File: config.mk
export PLATFORM = sky130hd
export DESIGN_NAME = npc_sequencer
export DESIGN_NICKNAME = d
export VERILOG_FILES = /design/src/rtl/npc_sequencer_pkg.sv /design/src/rtl/npc_sequencer_flush_timer.sv /design/src/rtl/npc_sequencer.sv
export SDC_FILE = /design/constraint.sdc
export NUM_CORES = 1
export LEC_CHECK = 0
export ABC_AREA = 0
export CAP_MARGIN = 20
export CORE_MARGIN = 2
export CORE_UTILIZATION = 50
export CTS_CLUSTER_DIAMETER = 30
export DETAILED_ROUTE_END_ITERATION = 8
export GPL_ROUTABILITY_DRIVEN = 0
export PLACE_DENSITY_LB_ADDON = 0.08
export SLEW_MARGIN = 20
export SYNTH_ARGS = -nofsm -noshare
export SYNTH_HDL_FRONTEND = slang
export SYNTH_SLANG_ARGS = --single-unit
File: constraint.sdc
create_clock -name clk -period 3.3 [get_ports clk]
set_input_delay 0.33 -clock clk [delete_from_list [all_inputs] [get_ports clk]]
set_output_delay 0.33 -clock clk [all_outputs]
set_load 0.005 [all_outputs]
File: src/rtl/npc_sequencer_pkg.sv
// Shared encodings for the next-PC path, used by npc_sequencer and Branch_CTRL.
// Optional statistics counters are enabled with `define NPC_STATS_EN.
package npc_sequencer_pkg;

    typedef enum logic [1:0] {
        SEL_PLUS4      = 2'b00,
        SEL_PC_OFFSET  = 2'b01,
        SEL_REG_OFFSET = 2'b10,
        SEL_INTERRUPT  = 2'b11
    } npc_sel_e;

    typedef enum logic {
        ST_RUN   = 1'b0,
        ST_FLUSH = 1'b1
    } npc_state_e;

    localparam logic [31:0] DEFAULT_RESET_PC = 32'h0000_3000;

endpackage

File: src/rtl/npc_sequencer_flush_timer.sv
// Down-counter that times how long flush stays asserted after a redirect.
module npc_sequencer_flush_timer #(
    parameter int FLUSH_CYCLES = 2
) (
    input  logic clk,
    input  logic rstn,
    input  logic load,
    output logic done
);

    localparam logic [2:0] LOAD_VALUE = 3'(FLUSH_CYCLES - 1);

    logic [2:0] cnt;

    always_ff @(posedge clk or negedge rstn) begin
        if (!rstn) begin
            cnt <= 3'd0;
        end else if (load) begin
            cnt <= LOAD_VALUE;
        end else if (cnt != 3'd0) begin
            cnt <= cnt - 3'd1;
        end
    end

    assign done = (cnt == 3'd0);

endmodule

File: src/rtl/npc_sequencer.sv
// PC register, next-PC mux, redirect flush control and single-level interrupt entry/return.
// Define NPC_STATS_EN to add the redirect_cnt / int_cnt statistics outputs.
module npc_sequencer
    import npc_sequencer_pkg::*;
#(
    parameter logic [31:0] RESET_PC     = DEFAULT_RESET_PC,
    parameter int          FLUSH_CYCLES = 2
) (
    input  logic        clk,
    input  logic        rstn,
    input  logic        stall,
    input  logic [1:0]  npc_mux_sel,
    input  logic [31:0] pc_offset,
    input  logic [31:0] reg_offset,
    input  logic        int_req,
    input  logic [31:0] int_vec,
    input  logic        int_ret,
    output logic [31:0] pc,
    output logic        flush,
    output logic        int_ack,
    output logic [31:0] epc,
`ifdef NPC_STATS_EN
    output logic [31:0] redirect_cnt,
    output logic [31:0] int_cnt,
`endif
    output logic        in_handler
);

    npc_state_e  state;
    npc_sel_e    sel;
    logic [31:0] pc_plus4;
    logic [31:0] seq_pc;
    logic [31:0] reg_target;
    logic [31:0] fallthrough_target;
    logic        take_ret;
    logic        take_int;
    logic        take_branch;
    logic        redirect;
    logic        timer_done;

    assign sel        = npc_sel_e'(npc_mux_sel);
    assign pc_plus4   = pc + 32'd4;
    assign seq_pc     = stall ? pc : pc_plus4;
    assign reg_target = reg_offset & ~32'd1;

    // Return address saved on interrupt entry ignores stall: it is where fetch would go next.
    always_comb begin
        fallthrough_target = pc_plus4;
        case (sel)
            SEL_PC_OFFSET:  fallthrough_target = pc_offset;
            SEL_REG_OFFSET: fallthrough_target = reg_target;
            default:        fallthrough_target = pc_plus4;
        endcase
    end

    assign take_ret    = (state == ST_RUN) && int_ret && in_handler;
    assign take_int    = (state == ST_RUN) && !take_ret && int_req && !in_handler;
    assign take_branch = (sel == SEL_PC_OFFSET) || (sel == SEL_REG_OFFSET);
    assign redirect    = (state == ST_RUN) && (take_ret || take_int || take_branch);

    npc_sequencer_flush_timer #(
        .FLUSH_CYCLES(FLUSH_CYCLES)
    ) u_flush_timer (
        .clk (clk),
        .rstn(rstn),
        .load(redirect),
        .done(timer_done)
    );

    always_ff @(posedge clk or negedge rstn) begin
        if (!rstn) begin
            state      <= ST_RUN;
            pc         <= RESET_PC;
            flush      <= 1'b0;
            int_ack    <= 1'b0;
            epc        <= 32'd0;
            in_handler <= 1'b0;
        end else begin
            int_ack <= 1'b0;
            case (state)
                ST_RUN: begin
                    if (take_ret) begin
                        pc         <= epc;
                        in_handler <= 1'b0;
                    end else if (take_int) begin
                        epc        <= fallthrough_target;
                        pc         <= int_vec;
                        int_ack    <= 1'b1;
                        in_handler <= 1'b1;
                    end else if (take_branch) begin
                        pc <= fallthrough_target;
                    end else begin
                        pc <= seq_pc;
                    end
                    if (redirect) begin
                        state <= ST_FLUSH;
                        flush <= 1'b1;
                    end
                end
                ST_FLUSH: begin
                    // Squashed instructions' control inputs are not sampled here.
                    pc <= seq_pc;
                    if (timer_done) begin
                        state <= ST_RUN;
                        flush <= 1'b0;
                    end
                end
                default: begin
                    state <= ST_RUN;
                    flush <= 1'b0;
                end
            endcase
        end
    end

`ifdef NPC_STATS_EN
    always_ff @(posedge clk or negedge rstn) begin
        if (!rstn) begin
            redirect_cnt <= 32'd0;
            int_cnt      <= 32'd0;
        end else begin
            if (redirect) begin
                redirect_cnt <= redirect_cnt + 32'd1;
            end
            if (take_int) begin
                int_cnt <= int_cnt + 32'd1;
            end
        end
    end
`endif

endmodule

==> results by group, run 1 <==
Placement
  • Final HPWL DP: 11.5 mm
  • Post-DP Area: 6630 µm²
  • Cell Count Post-Placement: 832
  • I/O Buffers: 168

CTS
  • Number of buffers created by CTS: 9
  • Clk sinks: 71
  • Worst-path clk slew: 0.08 ns
  • Post_cts resized: 0
  • Maximum buffer depth of the clock tree: 2
  • # H-tree levels: 3
  • CTS tree: yes
  • Worst skew pair latency: 0.35 ns
  • Root buffer cell: clkbuf_8
  • # hold bufs at CTS: 0
  • Post-CTS Setup Repair Bufs: 0

Yosys
  • Synth unique cells: 59
  • Synth Area in Simple Gates: 19.4%
  • Flops & latches, synth: 71
  • Avg Cell Area, Syn: 8.61 µm²
  • Post-synthesis adder-cell area fraction: 1.28%
  • Post-Syn Area: 4890 µm²
  • Synth top area cells: dfrtp_1 35%, xor2_1 5.6%, o22ai_1 4.5%
  • Synth top area share: 35.3%
  • Post-synthesis net count: 676
  • Main combinational cell family by area after synthesis: compound AO/OA/AOI/OAI gates
  • Largest area contributor in the netlist: dfrtp_1
  • XOR/XNOR share of the synthesized area: 9.85%
  • Top FF cell, synth: dfrtp_1
  • Post-synth EDFFs: 0
  • Asr flop ratio synth: 100%
  • Compound-Gate Fraction of Synth Area: 27.5%
  • Yosys warns: 0
  • Seq/Total Area, Yosys: 36.4%
  • Ranking of synthesized cells by instance count: 69 x dfrtp_1, 54 x nor2_1, 40 x o21ai_0, 37 x nand2_1, 35 x o22ai_1
  • Most frequent cell after synthesis: dfrtp_1
  • Multiplexer area fraction after synthesis: 0.410%
  • Cells after synthesis: 568

Layout
  • Finished Cell Area: 6850 µm²
  • Non-Filler Instances: 848
  • Area delta synth->final: 40.1%
  • Share of cells above drive strength 1: 7.69%
  • Antenna cell count: 0
  • Final #Nets: 818
  • Finished Core Util: 71.1%

Drt
  • Pre-Repair DR Iteration Count: 5
  • Antenna Nets Post-Route: 0
  • Routed vias/inst: 6.19
  • Wirelength per Cell: 19.8 µm
  • Initial DRC Count: 478
  • DR vias: 5,250
  • Final wirelength: 16.8 mm
  • DRC: 0

Run
  • Max-Cap Viols: 0

Timing
  • Slew headroom: 36.5%
  • Final hold vios: 0
  • Max Slew Vio Count: 0
  • Setup_tns: 0 ns
  • RSZ-0062 raised after global routing: no
  • Final period utilization: 74.0%
  • Fin crit period: 2.44 ns
  • Fmax: 0.410 GHz
  • Final setup fails: 0
  • Worst Max-Slew Pin Slew: 0.952 ns
  • Clk_skew: 0.0127 ns

Floorplan
  • Row cnt: 36
  • I/O Pins: 170
  • Die H: 103 µm
  • Die boundary width: 103 µm
  • Die area: 10,600 µm²
  • Core area: 9640 µm²
  • Initial Util: 50.7%

Worst setup path
  • Worst Setup Start Kind: flip-flop
  • Slowest cell on crit path: nor2_1
  • CP Max Fanout: 7
  • Endpoint type of the worst setup path: flip-flop
  • Crit path top cell by count: nand3_1
  • Worst Path Required: 3.56 ns
  • Max incr delay on CP: 0.68 ns
  • Arrival time of the worst setup path: 2.70 ns
  • WS Path Type: flip-flop to flip-flop
  • Cell chain of the critical path: ha_1 -> nand3_1 -> nor2_1 -> nand3_1 -> xor2_1 -> o21ai_0

Outcome
  • Status: complete, no violations

GRT
  • Pin count of the biggest net entering global routing: 72
  • Total gr overflow: 0
  • First-pass GRT wire length: 25.9 mm
  • Initial antenna violation count: 0
  • GRT Total Usage: 31.9%
  • Vias in the first global route: 5,144

Min path
  • HP Class: input port to async pin

Pwr
  • Lkg Pwr: 2.63 nW
  • VDD IR max: 365 µV
  • Pwr/cell area: 748 nW/µm²
cells in the final DEF, fill, tap and decap left out, drive strengths merged, types with 3 or more instances in the layout:
cell type and instances:
buf 14, o22ai 37, nand2b 8, o21ai 42
ha 5, o221ai 3, a221oi 10, nor2b 5
dfrtp 69, xor2 31, nand3 16, nand2 38
or2 4, o31ai 4, a211oi 7, a22oi 18
nand4 15, xnor2 24, a222oi 6, and3 11
clkbuf 13, and2 4, clkdlybuf4s50 167, inv 8
nor4 4, a22o 19, a21o 7, a21oi 34
nor2 56, nor3 9
worst paths after layout:
path | cells past startpoint | endpoint | slack [ns] | start
min in group clk | 1 | epc[2] | 0.50 | epc[2]
max reg2reg | 6 | epc[26] | 0.86 | pc[2]
max | 6 | epc[26] | 0.86 | pc[2]
min reg2reg | 1 | epc[2] | 0.50 | epc[2]
max in group asynchronous | 1 | u_flush_timer.cnt[0] | 2.54 | rstn
min | 1 | epc[20] | 0.12 | rstn
where the power goes:
group	total [mW]	internal [mW]	switching, mW
Combinational	2.52	1.38	1.14
Clock	0.806	0.467	0.339
Sequential	1.80	1.28	0.516
registers in the layout, summed over array words and instances (netlist names):
name / count
state: 1
epc: 32
u_flush_timer.cnt: 3
int_ack: 1
pc: 32
flush: 1
in_handler: 1
metrics by stage:
| step | power (mW) | hold WS, ns | setup WS [ns] |
|---|---|---|---|
| 2_1_floorplan | 2.99 | 0.0344 | 1.56 |
| 4_1_cts | 5.10 | 0.160 | 0.967 |
| 3_3_place_gp | 4.22 | 0.485 | 0.791 |
| 3_5_place_dp | 4.28 | 0.487 | 0.723 |
| 6_report | 5.13 | 0.115 | 0.858 |
| 5_1_grt | 5.45 | 0.189 | 0.805 |
layout make-up:
| type | instances | area (µm²) |
|---|---|---|
| inverters | 9 | 33.8 |
| flip-flops and latches | 71 | 1780 |
| clock inverters | 3 | 65.1 |
| multi-input cells | 438 | 2870 |
| clock buffers | 13 | 159 |
| fillers | 814 | 2790 |
| well taps | 133 | 166 |
| repair buffers | 181 | 1780 |
cells by family after synthesis:
kind of cell | after synthesis
AO/OA/AOI/OAI | 199
XOR/XNOR | 55
adder cells (fa/ha/maj) | 5
buffers and inverters | 59
AND/OR/NAND/NOR | 177
flip-flops | 71
multiplexers | 2
per-layer routing:
metal | part of all wire [%] | vias up | wire length [µm] | GRT usage [%]
li1 | - | 2390 | - | -
met4 | 2.2 | 0 | 377 | 14.5
met5 | 0 | - | 0 | 0
met2 | 48 | 328 | 8130 | 52.0
met1 | 39 | 2496 | 6650 | 41.2
met3 | 9.9 | 36 | 1670 | 5.83
worst max-delay path: cells and delay by family (launching register included):
kind | cells | cell delay (ns)
flops | 1 | 0.50
fa+ha+maj | 1 | 0.30
xor+xnor | 1 | 0.18
compound gates | 1 | 0.18
simple gates | 3 | 1.18
No activity file was read; power rests on OpenSTA's default activity.
==> run 2, diff against run 1 <==
CORE_UTILIZATION = 42   (was 50)
clock period = 2 ns   (was 3.3 ns; I/O delays follow)
==> results by group, run 2 (synthesis results as in run 1) <==
GRT
  • Vias in the first global route: 5,479 (+6.5%)
  • First-pass GRT wire length: 29.4 mm (+13%)
  • Initial antenna violation count: 0 (unchanged)
  • GRT Total Usage: 29.7% (-2.2 points)
  • Pin count of the biggest net entering global routing: 42 (-42%)
  • Total gr overflow: 0 (unchanged)

Outcome
  • Status: complete, no violations

Pwr
  • VDD IR max: 567 µV (+55%)
  • Lkg Pwr: 2.94 nW (+12%)
  • Pwr/cell area: 1260 nW/µm² (+68%)

Floorplan
  • Row cnt: 39 (+8.3%)
  • I/O Pins: 170 (unchanged)
  • Initial Util: 43.0% (-7.7 points)
  • Die boundary width: 112 µm (+8.8%)
  • Core area: 11,400 µm² (+18%)
  • Die area: 12,500 µm² (+18%)
  • Die H: 112 µm (+8.8%)

Worst setup path
  • CP Max Fanout: 10 (+3)
  • Cell chain of the critical path: ha_1 -> buf_4 -> nand4b_1 -> nor2_2 -> buf_12 -> nand4_1 -> xor2_1 -> o22ai_1
  • Arrival time of the worst setup path: 2.12 ns (-0.58 ns)
  • Worst Setup Start Kind: flip-flop
  • Max incr delay on CP: 0.42 ns (-0.26 ns)
  • Worst Path Required: 2.19 ns (-1.37 ns)
  • WS Path Type: flip-flop to flip-flop
  • Slowest cell on crit path: dfrtp_2
  • Endpoint type of the worst setup path: flip-flop

Timing
  • Final hold vios: 0 (unchanged)
  • Hold slack: 0.379 ns (+0.264 ns)
  • Max Slew Vio Count: 0 (unchanged)
  • Fmax: 0.518 GHz (+26%)
  • RSZ-0062 raised after global routing: yes
  • Slew headroom: 56.9% (+20 points)
  • Final period utilization: 96.6% (+23 points)
  • Fin crit period: 1.93 ns (-0.511 ns)
  • Clk_skew: 0.00531 ns (-0.00743 ns)
  • Final setup fails: 0 (unchanged)
  • Worst Max-Slew Pin Slew: 0.645 ns (-0.307 ns)

CTS
  • Root buffer cell: clkbuf_16
  • CTS tree: yes
  • Maximum buffer depth of the clock tree: 2 (unchanged)
  • Worst-path clk slew: 0.06 ns (-0.02 ns)
  • Number of buffers created by CTS: 9 (unchanged)
  • Post-CTS Setup Repair Bufs: 0 (unchanged)
  • Worst skew pair latency: 0.34 ns (about the same)
  • Clk sinks: 71 (unchanged)
  • # H-tree levels: 3 (unchanged)

Layout
  • Commonest non-fill, non-tap cell in the layout: clkdlybuf4s50_1
  • Commonest non-fill, non-tap cells in the layout: 167 x clkdlybuf4s50_1, 68 x dfrtp_1, 53 x nor2_1, 53 x buf_4, 40 x o21ai_0
  • Largest regs: epc: 32 flops, pc: 32 flops, u_flush_timer.cnt: 3 flops
  • Share of cells above drive strength 1: 14.0% (+6.3 points)
  • Finished Cell Area: 7430 µm² (+8.5%)
  • Final #Nets: 865 (+5.7%)
  • Area delta synth->final: 52.0%
  • Antenna cell count: 0 (unchanged)

Drt
  • Final wirelength: 18.7 mm (+11%)
  • Initial DRC Count: 500 (+4.6%)
  • DR vias: 5,466 (+4.1%)
  • Met2 routed WL: 8.86 mm (+9.0%)
  • Routed vias/inst: 6.04 (-2.4%)
  • DRC: 0 (unchanged)
  • Antenna Nets Post-Route: 0 (unchanged)
  • Wl on met1: 7.87 mm (+18%)
  • Uppermost layer routed: met4
  • Met3 Routed Length: 1.66 mm (-0.66%)
  • Wirelength per Cell: 20.7 µm (+4.2%)
  • Pre-Repair DR Iteration Count: 5 (unchanged)

Run
  • Max-Cap Viols: 0 (unchanged)

Placement
  • I/O Buffers: 168 (unchanged)
  • Final HPWL DP: 13.3 mm (+16%)
  • Post-DP Area: 7070 µm² (+6.7%)

Min path
  • HP Class: input port to async pin
-- run 2: changes by cell type in the layout (fill, tap and decap cells not counted), moves of 2 or more --
cell        delta
buf_4         +39
clkbuf_8       -9
buf_12         +7
clkbuf_16      +9
clkbuf_1       -2
clkinvlp_4     +2
-- run 2: power by group --
group	switching (mW)	total, mW	leakage [nW]	internal [mW]
clock	0.636	1.79	0.158	1.16
combinational	2.15	4.71	1.91	2.57
sequential	0.724	2.84	0.874	2.12
-- run 2: metal layers --
metal | GRT usage (%) | vias up
li1 | - | 2480
met3 | 6.59 | 31
met5 | 0 | -
met1 | 39.4 | 2651
met2 | 49.1 | 304
met4 | 8.23 | 0
-- run 2: worst paths after layout --
kind                             start                   end  slack, ns  depth (start not counted)
worst max-delay path             pc[2]                pc[28]       0.07                          8
worst min-delay path              rstn  u_flush_timer.cnt[0]       0.38                          2
worst max register to register   pc[2]                pc[28]       0.07                          8
worst min register to register  epc[3]                epc[3]       0.51                          2
max in group asynchronous         rstn                pc[12]       0.96                          3
min in group clk                epc[3]                epc[3]       0.51                          2
-- run 2: worst max-delay path, delay by kind of cell (launching register included) --
family                   cells  cell delay, ns
AO/OA/AOI/OAI                1            0.10
buffers and inverters        2            0.29
XOR/XNOR                     1            0.21
flip-flops                   1            0.42
AND/OR/NAND/NOR              3            0.56
adder cells (fa/ha/maj)      1            0.20
-- run 2: metrics by stage --
stage / setup TNS (ns) / power (mW) / util [%] / setup WS, ns / instances
2_1_floorplan: 0 / 4.93 / - / 0.264 / 568
3_3_place_gp: -0.921 / 7.35 / 62.2 / -0.125 / 888
3_5_place_dp: -2.09 / 7.46 / 62.2 / -0.191 / 888
4_1_cts: 0 / 9.30 / 65.2 / 0.0331 / 905
5_1_grt: -0.00680 / 9.89 / 65.3 / -0.00680 / 905
6_report: 0 / 9.35 / 65.3 / 0.0690 / 905
-- run 2: timing repair --
item,4_1_cts,5_1_grt
hold buffers,1,0
gates resized for setup,1,3
endpoints found under the hold margin,34,0
setup endpoints to repair,1,6
-- run 2: final cells by class --
class                           instances  area [µm²]
Clock buffer                           11         253
Clock inverter                          5        80.1
Fill cell                             972        3940
Inverter                                9        33.8
Multi-Input combinational cell        438        2880
Sequential cell                        71        1780
Tap cell                              143         179
Timing Repair Buffer                  228        2220
==> run 3, diff against run 2 <==
RECOVER_POWER = 50   (was unset)
==> results by group, run 3 (synthesis results as in run 1) <==
Worst setup path
  • Worst Path Required: 2.19 ns (about the same)
  • Arrival time of the worst setup path: 2.12 ns (about the same)
  • Endpoint type of the worst setup path: flip-flop
  • Cell chain of the critical path: ha_1 -> buf_4 -> nand4b_1 -> nor2_2 -> buf_12 -> nand4_1 -> xor2_1 -> o22ai_1
  • CP Max Fanout: 10 (unchanged)
  • Max incr delay on CP: 0.42 ns (about the same)
  • Slowest cell on crit path: dfrtp_2
  • Worst Setup Start Kind: flip-flop
  • WS Path Type: flip-flop to flip-flop

Floorplan
  • Die H: 112 µm (unchanged)
  • Initial Util: 43.0% (unchanged)
  • Die boundary width: 112 µm (unchanged)
  • I/O Pins: 170 (unchanged)
  • Core area: 11,400 µm² (unchanged)
  • Row cnt: 39 (unchanged)
  • Die area: 12,500 µm² (unchanged)

Drt
  • Final wirelength: 18.6 mm (-0.57%)
  • Met2 routed WL: 8.85 mm (-0.12%)
  • DR vias: 5,445 (-0.38%)
  • Routed vias/inst: 6.02 (-0.38%)
  • Pre-Repair DR Iteration Count: 5 (unchanged)
  • Uppermost layer routed: met4
  • Initial DRC Count: 486 (-2.8%)
  • Antenna Nets Post-Route: 0 (unchanged)
  • DRC: 0 (unchanged)
  • Wl on met1: 7.72 mm (-1.9%)
  • Wirelength per Cell: 20.6 µm (-0.57%)
  • Met3 Routed Length: 1.72 mm (+3.4%)

Timing
  • Max Slew Vio Count: 0 (unchanged)
  • Clk_skew: 0.00565 ns (+0.000335 ns)
  • Setup ws final: 0.0691 ns (+0.0000804 ns)
  • Fin crit period: 1.93 ns (-0.0000804 ns)
  • Slew headroom: 33.6% (-23 points)
  • Fmax: 0.518 GHz (about the same)
  • RSZ-0062 raised after global routing: yes
  • Final setup fails: 0 (unchanged)
  • Worst Max-Slew Pin Slew: 0.995 ns (+0.350 ns)
  • Final hold vios: 0 (unchanged)
  • Final period utilization: 96.5% (about the same)

CTS
  • CTS tree: yes
  • Maximum buffer depth of the clock tree: 2 (unchanged)
  • Post-CTS Setup Repair Bufs: 0 (unchanged)
  • Number of buffers created by CTS: 9 (unchanged)
  • # H-tree levels: 3 (unchanged)
  • Root buffer cell: clkbuf_16
  • Worst skew pair latency: 0.34 ns (about the same)
  • Worst-path clk slew: 0.06 ns (about the same)
  • Clk sinks: 71 (unchanged)

GRT
  • GRT Total Usage: 29.7% (unchanged)
  • Total gr overflow: 0 (unchanged)
  • First-pass GRT wire length: 29.4 mm (unchanged)
  • Vias in the first global route: 5,479 (unchanged)
  • Pin count of the biggest net entering global routing: 42 (unchanged)
  • Initial antenna violation count: 0 (unchanged)

Pwr
  • VDD IR max: 549 µV (-3.2%)
  • Pwr/cell area: 1240 nW/µm² (-1.2%)
  • Lkg Pwr: 2.98 nW (+1.1%)

Placement
  • Final HPWL DP: 13.3 mm (unchanged)
  • Worst slack, placed: -0.191 ns (unchanged)
  • Post-DP Area: 7070 µm² (unchanged)
  • I/O Buffers: 168 (unchanged)
  • Cell Count Post-Placement: 888 (unchanged)

Layout
  • Largest regs: epc: 32 flops, pc: 32 flops, u_flush_timer.cnt: 3 flops
  • Final #Nets: 865 (unchanged)
  • Commonest non-fill, non-tap cell in the layout: clkdlybuf4s50_1
  • Antenna cell count: 0 (unchanged)
  • Area delta synth->final: 51.9% (about the same)
  • Commonest non-fill, non-tap cells in the layout: 137 x clkdlybuf4s50_1, 68 x dfrtp_1, 53 x nor2_1
  • Non-Filler Instances: 905 (unchanged)
  • Finished Cell Area: 7430 µm² (about the same)
  • Share of cells above drive strength 1: 14.0% (unchanged)
  • Finished Core Util: 65.3% (about the same)

Outcome
  • Status: complete, no violations

Min path
  • HP Class: flip-flop to flip-flop

Run
  • Max-Cap Viols: 0 (unchanged)
[run 3: area by class of cell]
| cell class | count | area (µm²) |
|---|---|---|
| Multi-Input combinational cell | 438 | 2880 |
| Inverter | 9 | 33.8 |
| Tap cell | 143 | 179 |
| Clock inverter | 5 | 80.1 |
| Clock buffer | 11 | 253 |
| Timing Repair Buffer | 228 | 2220 |
| Fill cell | 972 | 3940 |
| Sequential cell | 71 | 1780 |
[run 3: report_power, final]
| part | total (mW) | switching, mW | internal [mW] |
|---|---|---|---|
| sequential | 2.83 | 0.712 | 2.12 |
| combinational | 4.60 | 2.14 | 2.46 |
| clock | 1.80 | 0.639 | 1.16 |
[run 3: final timing paths]
kind                       startpoint                   end  slack, ns  depth (start not counted)
max                             pc[2]                pc[28]       0.07                          8
min                            epc[3]                epc[3]       0.50                          2
max reg2reg                     pc[2]                pc[28]       0.07                          8
min reg2reg                    epc[3]                epc[3]       0.50                          2
max in group asynchronous        rstn                pc[12]       0.62                          3
min in group asynchronous        rstn  u_flush_timer.cnt[0]       0.56                          2
[run 3: worst max-delay path: cells and delay by family, from the launching register on]
kind / cells / cell delay, ns
flops: 1 / 0.42
fa+ha+maj: 1 / 0.20
compound gates: 1 / 0.10
xor+xnor: 1 / 0.21
simple gates: 3 / 0.56
buf+inv: 2 / 0.29
[run 3: through the flow]
| step | total power [mW] | setup TNS (ns) | hold slack, ns |
|---|---|---|---|
| final | 9.23 | 0 | 0.504 |
| after global routing | 9.78 | -0.00680 | 0.524 |
| after CTS | 9.30 | 0 | 0.403 |
| after detailed placement | 7.46 | -2.09 | 0.211 |
| after global placement | 7.35 | -0.921 | 0.204 |
| after floorplan | 4.93 | 0 | -0.0956 |
[run 3: repair_timing]
item,in CTS,in global routing
pin swaps,0,0
endpoints found under the setup margin,1,6
hold buffers,1,0
gates resized for setup,1,3
hold endpoints to repair,34,0
[run 3: per-layer routing]
metal | vias to the layer above | GRT usage (%)
met5 | - | 0
met1 | 2642 | 39.4
met3 | 24 | 6.59
li1 | 2476 | -
met2 | 303 | 49.1
met4 | 0 | 8.23
